===== config.mk =====
export PLATFORM = sky130hd
export DESIGN_NAME = cdb_arbiter
export DESIGN_NICKNAME = d
export VERILOG_FILES = /design/src/rtl/cdb_arbiter.sv
export SDC_FILE = /design/constraint.sdc
export NUM_CORES = 1
export LEC_CHECK = 0
export ABC_CLOCK_PERIOD_IN_PS = 5240
export CAP_MARGIN = 20
export CORE_MARGIN = 2
export CORE_UTILIZATION = 39
export DETAILED_ROUTE_END_ITERATION = 6
export GPL_TIMING_DRIVEN = 0
export PLACE_DENSITY = 0.87
export SLEW_MARGIN = 20
export SYNTH_ARGS = -nofsm -noshare
export SYNTH_HDL_FRONTEND = slang
export SYNTH_SLANG_ARGS = --single-unit

===== constraint.sdc =====
create_clock -name clk -period 5.24 [get_ports clk]
set_clock_uncertainty 0.1 [all_clocks]
set_input_delay 0.786 -clock clk [delete_from_list [all_inputs] [get_ports clk]]
set_output_delay 0.786 -clock clk [all_outputs]
set_load 0.05 [all_outputs]

===== src/rtl/cdb_arbiter.sv =====
// Common data bus arbiter: grants up to CDB_PORTS of NUM_FU pending FU results per
// cycle in rotating round-robin order and registers the winners onto the CDB.
module cdb_arbiter #(
  parameter int NUM_FU     = 4,
  parameter int CDB_PORTS  = 2,
  parameter int PHYS_WIDTH = 6,
  parameter int ROB_WIDTH  = 5
) (
  input  logic                            clk,
  input  logic                            rst,
  input  logic                            flush,
  input  logic [NUM_FU-1:0]               fu_valid,
  input  logic [NUM_FU*PHYS_WIDTH-1:0]    fu_pd,
  input  logic [NUM_FU*32-1:0]            fu_data,
  input  logic [NUM_FU*ROB_WIDTH-1:0]     fu_rob_idx,
  output logic [NUM_FU-1:0]               fu_ready,
  output logic [CDB_PORTS-1:0]            cdb_valid,
  output logic [CDB_PORTS*PHYS_WIDTH-1:0] cdb_pd,
  output logic [CDB_PORTS*32-1:0]         cdb_data,
  output logic [CDB_PORTS*ROB_WIDTH-1:0]  cdb_rob_idx,
  output logic [CDB_PORTS-1:0]            pregf_we
);

  localparam int          PTR_W = (NUM_FU > 1) ? $clog2(NUM_FU) : 1;
  localparam int unsigned NF    = NUM_FU;
  localparam int unsigned CP    = CDB_PORTS;

  logic [PTR_W-1:0]     rr_ptr;
  logic [PTR_W-1:0]     next_ptr;
  logic [CDB_PORTS-1:0] port_hit;
  logic [PTR_W-1:0]     port_sel [CDB_PORTS];

  // Scan from rr_ptr with wraparound; the j-th winner in scan order takes port j.
  always_comb begin
    int unsigned cnt;
    int unsigned idx;
    fu_ready = '0;
    port_hit = '0;
    next_ptr = rr_ptr;
    cnt      = 0;
    idx      = 0;
    for (int unsigned k = 0; k < CP; k++) port_sel[k] = '0;
    for (int unsigned s = 0; s < NF; s++) begin
      idx = 32'(rr_ptr) + s;
      if (idx >= NF) idx = idx - NF;
      if (!rst && !flush && fu_valid[idx] && cnt < CP) begin
        fu_ready[idx] = 1'b1;
        port_hit[cnt] = 1'b1;
        port_sel[cnt] = PTR_W'(idx);
        next_ptr      = (idx + 1 == NF) ? '0 : PTR_W'(idx + 1);
        cnt           = cnt + 1;
      end
    end
  end

  always_ff @(posedge clk) begin
    if (rst) begin
      rr_ptr      <= '0;
      cdb_valid   <= '0;
      cdb_pd      <= '0;
      cdb_data    <= '0;
      cdb_rob_idx <= '0;
    end else begin
      // flush already suppresses every grant, so this also squashes the bus
      cdb_valid <= port_hit;
      rr_ptr    <= next_ptr;
      for (int unsigned k = 0; k < CP; k++) begin
        if (port_hit[k]) begin
          cdb_pd[k*PHYS_WIDTH +: PHYS_WIDTH]   <= fu_pd[port_sel[k]*PHYS_WIDTH +: PHYS_WIDTH];
          cdb_data[k*32 +: 32]                 <= fu_data[port_sel[k]*32 +: 32];
          cdb_rob_idx[k*ROB_WIDTH +: ROB_WIDTH] <= fu_rob_idx[port_sel[k]*ROB_WIDTH +: ROB_WIDTH];
        end
      end
    end
  end

  // x0 results still broadcast for ROB completion but never write the PRF
  always_comb begin
    pregf_we = '0;
    for (int unsigned k = 0; k < CP; k++)
      pregf_we[k] = cdb_valid[k] && (cdb_pd[k*PHYS_WIDTH +: PHYS_WIDTH] != '0);
  end

endmodule


==> summary.md <==
| Metric | Value |
|---|---|
| Ys async rst share | 0 |
| Fill count | 1322 |
| Initial drt markers | 318 |
| Crit-path cells | buf_8, clkinvlp_4, ha_4, mux4_2, and2_1, buf_4, ha_1, nor3_2, and2_4, inv_1, fa_1, nor3b_2, and2_2, a22oi_1, nand2_1, clkbuf_4 |
| Area leader, netlist | dfxtp_1 |
| Sequential share of the synthesized area | 0.293 |
| Vias after detailed routing | 6155 |
| Initial antenna violation count | 0 |
| Routability Congestion | 0.917 |
| Gate power share | 0.624 |
| Global-route wire length before repair | 34.2 mm |
| Post-synth EDFFs | 0 |
| Clk pwr share | 0.147 |
| Crit end category | output pin |
| Final setup fails | 0 |
| Number of nets in the layout | 1081 |
| CP top delay family | simple AND/OR/NAND/NOR gates |
| # hold bufs at CTS | 0 |
| Starting Density | 0.401 |
| Vias in the first global route | 6283 |
| Final WL | 23.0 mm |
| Post-synthesis area per instance | 10.2 µm² |
| Critical-path top delay cell | mux4_2 |
| CTS sink cnt | 90 |
| Final Max Tran Viols | 0 |
| Setup CP Type | reg -> out |
| Distinct cells, synth | 45 |
| Arrival @ worst endpoint | 4.15 ns |
| Worst-Margin Slew | 0.619 ns |
| Clk buf depth | 2 |
| Synth top area cells | dfxtp_1 (29%), mux2i_1 (29%), o221ai_2 (9.5%) |
| Leak Pwr | 3.27 nW |
| YS warnings | 0 |
| Drt via density | 5.58 |
| Final ANT Viol Nets | 0 |
| Total power | 4.55 mW |
| CTS Buf Count | 9 |
| Slew Limit Headroom | 0.587 |
| Global route overflow | 0 |
| WP data required | 4.35 ns |
| RSZ-0062 raised after global routing | no |
| # DRC | 0 |
| CP max stage delay | 0.49 ns |
| Largest net degree at the start of global routing | 14 |
| Placed Instances | 1086 |
| Cell Area, Synth | 0.00615 mm² |
| Yosys reg bits | 90 |
| Main synth FF type | dfxtp_1 |
| Sequential Power Share | 0.229 |
| Root buf cell | clkbuf_16 |
| Port bufs | 272 |
| Routed WL per cell | 20.9 µm |
| Layout cell share with drive strength beyond 1 | 0.129 |
| Minimum clock period | 5.04 ns |
| Top-count cell post-synth | mux2i_1 |
| Worst skew pair latency | 0.34 ns |
| Period utilization | 0.962 |
| Fmax achieved | 198 MHz |
| Sw Share | 0.471 |
| Die Ht | 130 µm |
| Floorplan core area | 0.0153 mm² |
| Area fraction of the dominant cell type after synthesis | 0.293 |
| Hold Vio Cnt, Final | 0 |
| Non-filler cells, final | 1103 |
| Worst VDD drop | 0.000288 V |
| Outcome | finished, final reports clean |
| Internal power | 2.41 mW |
| GR Util All Layers | 0.266 |
| Mapped Cells | 603 |
| TritonCTS clock tree | built |
| Net Count, Synth | 796 |
| First-pass iteration count of the detailed router | 5 |
| Crit start category | register |
| DIE AREA | 0.0168 mm² |
| Most common library cells after synthesis | mux2i_1 (177), nand2_1 (99), dfxtp_1 (90), o221ai_1 (47), o221ai_2 (39) |
| Maxcap violations | 0 |
| Buf+Inv Stages, Crit Path | 5 |
| IO Pins | 273 |
| Hold Crit Class | reg -> reg |
| Depth of the CTS H-tree | 3 |
| PD cells | 480 mW/mm² |
| Post-DP HPWL | 17.2 mm |
| P&R area growth vs syn | 54.4% |
| Critical path fanouts, max | 10 |
| Psw | 2.14 mW |
| Core Rows | 45 |
| Clock transition at path regs | 0.07 ns |
| Die Wd | 130 µm |
==> layout by cell type, fill, tap and decap left out, types with 4 or more instances in the layout <==
cell             instances
a21oi_1                  4
a22oi_1                 10
buf_12                   4
buf_2                   16
buf_4                    8
buf_6                    6
buf_8                    5
clkbuf_1                19
clkbuf_16                9
clkdlybuf4s50_1        268
dfxtp_1                 88
ha_1                    12
inv_1                    5
mux2i_1                177
mux4_2                   4
nand2_1                 99
nand3_1                  4
nor2_1                  10
nor3_1                   6
o21ai_0                  4
o221ai_1                47
o221ai_2                39
==> timing repair <==
item,CTS,global route
hold endpoints to repair,0,0
resized for setup,33,4
setup buffers,3,2
pin swaps,1,1
endpoints found under the setup margin,90,58
==> cells by family (layout without fill, tap and decap cells) <==
group | count (synthesis) | count (layout) | share of synthesized area
compound gates | 118 | 118 | 0.204
fa+ha+maj | 14 | 14 | 0.0297
buf+inv | 59 | 347 | 0.0670
flops | 90 | 90 | 0.293
mux | 183 | 183 | 0.307
other cells | 0 | 1 | 0
simple gates | 139 | 139 | 0.0995
==> area by class of cell <==
cell class / instances / area (µm²) / area share
Multi-Input combinational cell: 454 / 3970 / 0.418
Timing Repair Buffer: 277 / 2740 / 0.289
Sequential cell: 90 / 1810 / 0.191
Buffer: 49 / 378 / 0.0398
Tap cell: 211 / 264 / 0.0278
Clock buffer: 12 / 256 / 0.0270
Clock inverter: 2 / 37.5 / 0.00395
Inverter: 7 / 30.0 / 0.00316
Antenna cell: 1 / 2.50 / 0.000264
==> metrics by stage <==
stage / area [µm²] / util / setup WS (ns) / TNS, ns / hold WS [ns]
final: 9490 / 0.620 / 0.200 / 0 / 0.366
after global routing: 9490 / 0.620 / 0.0313 / 0 / 0.375
after CTS: 9470 / 0.618 / 0.0211 / 0 / 0.365
after detailed placement: 9130 / 0.596 / -1.12 / -78.86 / 0.346
after global placement: 9130 / 0.596 / -1.03 / -71.88 / 0.343
after floorplan: 6150 / - / 0.0344 / 0 / 0.619
==> worst paths after layout <==
| path | to | cells past startpoint | slack, ns | from |
|---|---|---|---|---|
| max | fu_ready[1] | 16 | 0.20 | rr_ptr[0] |
| max reg2reg | cdb_data[63] | 20 | 0.25 | rr_ptr[0] |
| min | cdb_data[50] | 2 | 0.37 | cdb_data[50] |
| min reg2reg | cdb_data[50] | 2 | 0.37 | cdb_data[50] |
==> sequential cells by signal, summed over array words and instances (netlist names) <==
| name | cells |
|---|---|
| cdb_data | 64 |
| cdb_rob_idx | 10 |
| cdb_pd | 12 |
| cdb_valid | 2 |
| rr_ptr | 2 |
==> tightest hold or removal path: stages, from the launching register on <==
cell and delay, ns:
dfxtp_1 0.33, nand2_1 0.05, o221ai_1 0.06
==> metal layers <==
metal,track usage,vias to the layer above,part of all wire
li1,-,2893,-
met1,0.321,2971,0.41
met2,0.473,248,0.50
met3,0.0409,43,0.063
met4,0.109,0,0.029
met5,0,-,0
==> power groups by stage <==
stage | logic [mW] | registers (mW) | clock network [mW]
global route | 2.99 | 1.06 | 0.694
finish | 2.84 | 1.04 | 0.668
floorplan | 1.23 | 1.71 | 0
CTS | 2.84 | 1.04 | 0.676
global placement | 2.78 | 1.05 | 0
detailed placement | 2.80 | 1.05 | 0
(Power assumes the default switching activity.)
